[src/rtl/sram_ctrl_if.sv]
// Request/response bus between a client and sram_ctrl.
// master drives requests and sees responses; slave is the controller.
interface sram_ctrl_if;
  logic        req_valid;
  logic        req_ready;
  logic        req_we;
  logic [18:0] req_addr;
  logic [15:0] req_wdata;
  logic [1:0]  req_be;
  logic        rsp_valid;
  logic [15:0] rsp_rdata;

  modport master (
    output req_valid, req_we, req_addr, req_wdata, req_be,
    input  req_ready, rsp_valid, rsp_rdata
  );

  modport slave (
    input  req_valid, req_we, req_addr, req_wdata, req_be,
    output req_ready, rsp_valid, rsp_rdata
  );
endinterface

[src/rtl/sram_ctrl.sv]
// Asynchronous SRAM access sequencer: one access per request, SETUP / ACCESS / HOLD strobing.
// Build macro SRAM_CTRL_BYTE_MASK_EN enables per-byte lane selects and masking of read data.
module sram_ctrl #(
  parameter int unsigned WAIT_CYCLES = 2  // ACCESS length in cycles, 1..15
) (
  input  logic        clk,
  input  logic        rst,
  sram_ctrl_if.slave  bus,
  output logic [18:0] sram_adr,
  output logic [15:0] sram_dat_out,
  output logic        sram_dat_oe,
  input  logic [15:0] sram_dat_in,
  output logic        sram_cs_n,
  output logic        sram_oe_n,
  output logic        sram_we_n,
  output logic        sram_lb_n,
  output logic        sram_ub_n
);

  // state  | meaning
  // IDLE   | ready for a request, all strobes inactive
  // SETUP  | address, lanes and chip select settle; write data starts driving
  // ACCESS | strobe (we_n or oe_n) active for WAIT_CYCLES cycles
  // HOLD   | strobes released, address/data held, completion pulse
  typedef enum logic [1:0] {
    IDLE   = 2'd0,
    SETUP  = 2'd1,
    ACCESS = 2'd2,
    HOLD   = 2'd3
  } state_t;

  localparam logic [3:0] WAIT_LOAD = 4'(WAIT_CYCLES - 1);

  state_t      state, state_nxt;
  logic [3:0]  cnt, cnt_nxt;
  logic        lat_we;
  logic        we_sel;
  logic [1:0]  lanes_n;
  logic [15:0] rd_masked;

  logic        cs_n_d, oe_n_d, we_n_d, lb_n_d, ub_n_d, dat_oe_d;
  logic [18:0] adr_d;
  logic [15:0] dout_d;
  logic        rsp_valid_q, rsp_valid_d;
  logic [15:0] rsp_rdata_q, rsp_rdata_d;

  assign bus.req_ready = (state == IDLE);
  assign bus.rsp_valid = rsp_valid_q;
  assign bus.rsp_rdata = rsp_rdata_q;

  // SETUP is only entered from IDLE, so its attributes come straight off the bus
  assign we_sel = (state == IDLE) ? bus.req_we : lat_we;

`ifdef SRAM_CTRL_BYTE_MASK_EN
  logic [1:0] lat_be;
  logic [1:0] be_sel;

  assign be_sel    = (state == IDLE) ? bus.req_be : lat_be;
  assign lanes_n   = ~be_sel;
  assign rd_masked = {lat_be[1] ? sram_dat_in[15:8] : 8'h00,
                      lat_be[0] ? sram_dat_in[7:0]  : 8'h00};

  always_ff @(posedge clk) begin
    if (rst) begin
      lat_be <= 2'b00;
    end else if (bus.req_valid && state == IDLE) begin
      lat_be <= bus.req_be;
    end
  end
`else
  assign lanes_n   = 2'b00;
  assign rd_masked = sram_dat_in;
`endif

  always_ff @(posedge clk) begin
    if (rst) begin
      lat_we <= 1'b0;
    end else if (bus.req_valid && state == IDLE) begin
      lat_we <= bus.req_we;
    end
  end

  always_comb begin
    state_nxt   = state;
    cnt_nxt     = cnt;
    rsp_rdata_d = rsp_rdata_q;

    case (state)
      IDLE: begin
        if (bus.req_valid) state_nxt = SETUP;
      end
      SETUP: begin
        state_nxt = ACCESS;
        cnt_nxt   = WAIT_LOAD;
      end
      ACCESS: begin
        if (cnt == 4'd0) begin
          state_nxt = HOLD;
          if (!lat_we) rsp_rdata_d = rd_masked;
        end else begin
          cnt_nxt = cnt - 4'd1;
        end
      end
      HOLD: begin
        state_nxt = IDLE;
      end
      default: begin
        state_nxt = IDLE;
        cnt_nxt   = 4'd0;
      end
    endcase
  end

  // Pin values are decoded from the state being entered so every pin is a flop output
  always_comb begin
    cs_n_d      = 1'b1;
    oe_n_d      = 1'b1;
    we_n_d      = 1'b1;
    lb_n_d      = 1'b1;
    ub_n_d      = 1'b1;
    dat_oe_d    = 1'b0;
    adr_d       = sram_adr;
    dout_d      = sram_dat_out;
    rsp_valid_d = 1'b0;

    case (state_nxt)
      SETUP: begin
        cs_n_d           = 1'b0;
        {ub_n_d, lb_n_d} = lanes_n;
        adr_d            = bus.req_addr;
        dout_d           = bus.req_wdata;
        dat_oe_d         = we_sel;
        oe_n_d           = we_sel;
      end
      ACCESS: begin
        cs_n_d           = 1'b0;
        {ub_n_d, lb_n_d} = lanes_n;
        dat_oe_d         = we_sel;
        we_n_d           = ~we_sel;
        oe_n_d           = we_sel;
      end
      HOLD: begin
        cs_n_d           = 1'b0;
        {ub_n_d, lb_n_d} = lanes_n;
        dat_oe_d         = we_sel;
        rsp_valid_d      = 1'b1;
      end
      default: begin
      end
    endcase
  end

  always_ff @(posedge clk) begin
    if (rst) begin
      state        <= IDLE;
      cnt          <= 4'd0;
      sram_cs_n    <= 1'b1;
      sram_oe_n    <= 1'b1;
      sram_we_n    <= 1'b1;
      sram_lb_n    <= 1'b1;
      sram_ub_n    <= 1'b1;
      sram_dat_oe  <= 1'b0;
      sram_adr     <= 19'd0;
      sram_dat_out <= 16'd0;
      rsp_valid_q  <= 1'b0;
      rsp_rdata_q  <= 16'd0;
    end else begin
      state        <= state_nxt;
      cnt          <= cnt_nxt;
      sram_cs_n    <= cs_n_d;
      sram_oe_n    <= oe_n_d;
      sram_we_n    <= we_n_d;
      sram_lb_n    <= lb_n_d;
      sram_ub_n    <= ub_n_d;
      sram_dat_oe  <= dat_oe_d;
      sram_adr     <= adr_d;
      sram_dat_out <= dout_d;
      rsp_valid_q  <= rsp_valid_d;
      rsp_rdata_q  <= rsp_rdata_d;
    end
  end

endmodule

[src/flat_wrapper.sv]
// flat-port wrapper written by rule: the top's interface ports become plain ports
module sram_ctrl_flat 
#(
  parameter int unsigned WAIT_CYCLES = 2                                   
)
  (clk, rst, sram_adr, sram_dat_out, sram_dat_oe, sram_dat_in, sram_cs_n, sram_oe_n, sram_we_n, sram_lb_n, sram_ub_n, bus_req_valid, bus_req_we, bus_req_addr, bus_req_wdata, bus_req_be, bus_req_ready, bus_rsp_valid, bus_rsp_rdata);
  sram_ctrl_if bus_i ();
  input  logic clk;
  input  logic rst;
  output logic [18:0] sram_adr;
  output logic [15:0] sram_dat_out;
  output logic sram_dat_oe;
  input  logic [15:0] sram_dat_in;
  output logic sram_cs_n;
  output logic sram_oe_n;
  output logic sram_we_n;
  output logic sram_lb_n;
  output logic sram_ub_n;
  input wire logic [$bits(bus_i.req_valid)-1:0] bus_req_valid;
  input wire logic [$bits(bus_i.req_we)-1:0] bus_req_we;
  input wire logic [$bits(bus_i.req_addr)-1:0] bus_req_addr;
  input wire logic [$bits(bus_i.req_wdata)-1:0] bus_req_wdata;
  input wire logic [$bits(bus_i.req_be)-1:0] bus_req_be;
  output wire logic [$bits(bus_i.req_ready)-1:0] bus_req_ready;
  output wire logic [$bits(bus_i.rsp_valid)-1:0] bus_rsp_valid;
  output wire logic [$bits(bus_i.rsp_rdata)-1:0] bus_rsp_rdata;
  assign bus_i.req_valid = bus_req_valid;
  assign bus_i.req_we = bus_req_we;
  assign bus_i.req_addr = bus_req_addr;
  assign bus_i.req_wdata = bus_req_wdata;
  assign bus_i.req_be = bus_req_be;
  assign bus_req_ready = bus_i.req_ready;
  assign bus_rsp_valid = bus_i.rsp_valid;
  assign bus_rsp_rdata = bus_i.rsp_rdata;
  sram_ctrl #(.WAIT_CYCLES(WAIT_CYCLES)) u_core (.clk(clk), .rst(rst), .bus(bus_i), .sram_adr(sram_adr), .sram_dat_out(sram_dat_out), .sram_dat_oe(sram_dat_oe), .sram_dat_in(sram_dat_in), .sram_cs_n(sram_cs_n), .sram_oe_n(sram_oe_n), .sram_we_n(sram_we_n), .sram_lb_n(sram_lb_n), .sram_ub_n(sram_ub_n));
endmodule
[config.mk]
export PLATFORM = sky130hd
export DESIGN_NAME = sram_ctrl_flat
export DESIGN_NICKNAME = d
export VERILOG_FILES = /design/src/rtl/sram_ctrl_if.sv /design/src/rtl/sram_ctrl.sv /design/src/flat_wrapper.sv
export SDC_FILE = /design/constraint.sdc
export NUM_CORES = 1
export LEC_CHECK = 0
export CAP_MARGIN = 10
export CORE_ASPECT_RATIO = 0.6
export CORE_MARGIN = 3
export CORE_UTILIZATION = 35
export CTS_CLUSTER_SIZE = 12
export DETAILED_ROUTE_END_ITERATION = 16
export PLACE_DENSITY = 0.69
export SLEW_MARGIN = 20
export SYNTH_ARGS = -nofsm -noshare
export SYNTH_HDL_FRONTEND = slang
export SYNTH_SLANG_ARGS = --single-unit
[constraint.sdc]
create_clock -name clk -period 6.25 [get_ports clk]
set_input_delay 0.9375 -clock clk [delete_from_list [all_inputs] [get_ports clk]]
set_output_delay 0.9375 -clock clk [all_outputs]
set_load 0.02 [all_outputs]
==> flow_metrics.py <==
metrics = {
    "global_routing": {
        "grt_overflow": 0,
        "antenna_found_initial": 0,
        "grtUsageTotal_pct": 14.9,
        "grt_start_max_net_pins": 81,
        "grt_pass1_wl_mm": 9.56,
        "grt_pass1_vias": 2059,
    },
    "sta": {
        "max_freq_mhz": 367,
        "fin_crit_sh_pct": 43.6,
        "slew_headroom_pct": 54.0,
        "maxSlewViolCount": 0,
        "hold_viol_final": 0,
        "rsz0062_at_grt": "no",
        "tightest_slew_ps": 690,
        "period_needed_ps": 2730,
        "layout_setup_ws_ps": 3530,
        "setup_viol": 0,
        "finalSetupTns_ps": 0,
        "finClkSkew_ps": 3.68,
        "whs_ps": 475,
    },
    "die": {
        "initial_core_util_pct": 37.1,
        "fp.dieW_um": 116,
        "core_mm2": 0.00688,
        "chipHeight_um": 72.2,
        "row_count": 23,
        "die_area_mm2": 0.00839,
        "io_pins": 116,
    },
    "cts": {
        "clock_sinks": 63,
        "post_cts_buffers": 0,
        "cts.repair.resized": 0,
        "insertion_delay_ps": 320,
        "hold_buffers": 0,
        "cts-root-buf": "clkbuf_16",
        "clk_pin_slew_ps": 50,
        "tritoncts": "yes",
        "cts_buffer_depth": 2,
        "cts_buffers": 9,
        "htree_levels": 3,
    },
    "logic_synthesis": {
        "synth_top_area_cell": "dfxtp_1",
        "syn_inst": 246,
        "synth_top_area_share_pct": 49.4,
        "synth_seq_area_share_pct": 49.4,
        "avgSynthCellArea_um2": 10.4,
        "ys_ff_latch": 63,
        "synth-edff-count": 0,
        "synth_cell_types": 31,
        "synthFlopType": "dfxtp_1",
        "synthesis.area_mm2": 0.00255,
        "yosys_warnings": 0,
        "synth_area_leaders": "dfxtp_1 49%, mux2i_1 20%, nand2b_1 8.1%",
        "syn_nets": 312,
        "async_flop_share_pct": 0,
    },
    "routing": {
        "antenna_left": 0,
        "num_vias": 2020,
        "wl_per_cell_um": 13.1,
        "wirelength_mm": 5.86,
        "drtPass1Iterations": 4,
        "drt_first_iter_violations": 73,
        "drc": 0,
        "vias_per_cell": 4.53,
    },
    "job": {
        "max-cap-violations": 0,
    },
    "critical_path": {
        "cp_top_family": "buffers and inverters",
        "startpoint_type": "input port",
        "crit_arrival_ps": 2910,
        "path_buf_inv": 2,
        "crit_path_end_kind": "flip-flop",
        "cp.required_ps": 6430,
        "crit_chain": "clkdlybuf4s50_1 -> and2_1 -> o32ai_1 -> inv_1 -> ha_4 -> mux2i_1 -> nor2_1",
        "crit_slowest_cell": "o32ai_1",
        "path_class": "input port to flip-flop",
        "max_stage_delay_ps": 490,
        "crit_fanout": 35,
    },
    "cells_and_area": {
        "final_area_mm2": 0.00398,
        "drive_gt1_share_pct": 5.57,
        "area_delta_synth_final_pct": 55.7,
        "antenna_cells": 0,
        "nets": 421,
    },
    "pwr": {
        "power_density_mw_per_mm2": 537,
        "ir_drop_v": 0.000277,
        "p_leak_uw": 0.00152,
    },
    "hold_path": {
        "hp-class": "flip-flop to flip-flop",
    },
    "placement": {
        "gp_congestion": 0.751,
        "dpl-instance-area_mm2": 0.00371,
        "dp_slack_ps": 2940,
        "dp_hpwl_mm": 4.16,
        "io_buffers": 113,
    },
    "run_status": {
        "status": "complete, no violations",
    },
}
[cells in the final DEF (no fill, tap or decap), types with 2 or more instances in the layout]
cell / count
mux2i_1: 52
clkbuf_1: 4
dfxtp_1: 63
inv_1: 6
ha_1: 8
a21oi_1: 2
nor2_1: 42
o32ai_1: 2
clkdlybuf4s50_1: 112
buf_4: 2
o21ai_0: 2
nand2b_1: 33
clkbuf_16: 9
nor2b_1: 3
[Yosys cell counts, drive strengths merged, types with 2 or more instances]
cell type	count
a21oi	2
buf	10
clkbuf	7
dfxtp	63
ha	9
inv	6
mux2i	52
nand2b	33
nor2	42
nor2b	3
o21ai	2
o32ai	2
[report_power, final]
group          switching, µW  total [µW]  internal, µW
clock                    157         433           276
sequential              77.2         630           553
combinational            535        1070           537
total                    769        2140          1370
[logic make-up (layout without fill, tap and decap cells)]
family | Yosys count | count (layout) | synth area share [%]
multiplexers | 53 | 53 | 20.8
flip-flops | 63 | 63 | 49.4
AO/OA/AOI/OAI | 9 | 9 | 2.45
buffers and inverters | 23 | 136 | 4.75
AND/OR/NAND/NOR | 89 | 89 | 18.2
adder cells (fa/ha/maj) | 9 | 9 | 4.41
[flip-flops by register name, summed over array words and instances (netlist names)]
register and cells:
u_core.bus.rsp_rdata 16, u_core.bus.rsp_valid 1, u_core.cnt 4, u_core.lat_we 1
u_core.sram_adr 19, u_core.sram_cs_n 1, u_core.sram_dat_oe 1, u_core.sram_dat_out 16
u_core.sram_oe_n 1, u_core.sram_we_n 1, u_core.state 2
[metrics by stage]
stage               utilization (%)  power (µW)  instances
detailed placement             53.9        1720        431
CTS                            57.7        2170        446
global route                   57.8        2280        446
floorplan                         -        1320        246
finish                         57.8        2140        446
global placement               53.9        1700        431
[worst min-delay path, stage by stage, from the launching register on]
cell,delay (ps)
dfxtp_1,310
nand2b_1,60
mux2i_1,60
[layout make-up]
| type | instances | area, µm² |
|---|---|---|
| inverter | 6 | 22.5 |
| fill | 612 | 2900 |
| tap | 87 | 109 |
| multi-input combinational | 160 | 1180 |
| clock inverter | 1 | 5.00 |
| clock buffer | 14 | 254 |
| timing repair buffer | 115 | 1140 |
| sequential | 63 | 1260 |
[path summary, 6_finish.rpt]
path | startpoint | endpoint | slack [ps] | cells past startpoint
max | bus_req_valid | u_core.sram_dat_out[10] | 3530 | 7
min | u_core.bus.rsp_rdata[7] | u_core.bus.rsp_rdata[7] | 470 | 2
max reg2reg | u_core.state[0] | u_core.sram_dat_out[10] | 3850 | 8
min reg2reg | u_core.bus.rsp_rdata[7] | u_core.bus.rsp_rdata[7] | 470 | 2
[routing by layer]
layer	share of wire [%]	track usage, %	vias up
li1	-	-	1029
met1	45	17.5	919
met2	44	22.3	62
met3	8.7	8.17	10
met4	1.7	6.56	0
met5	0	0	-
Note: power is estimated with default switching activity, not from simulation.
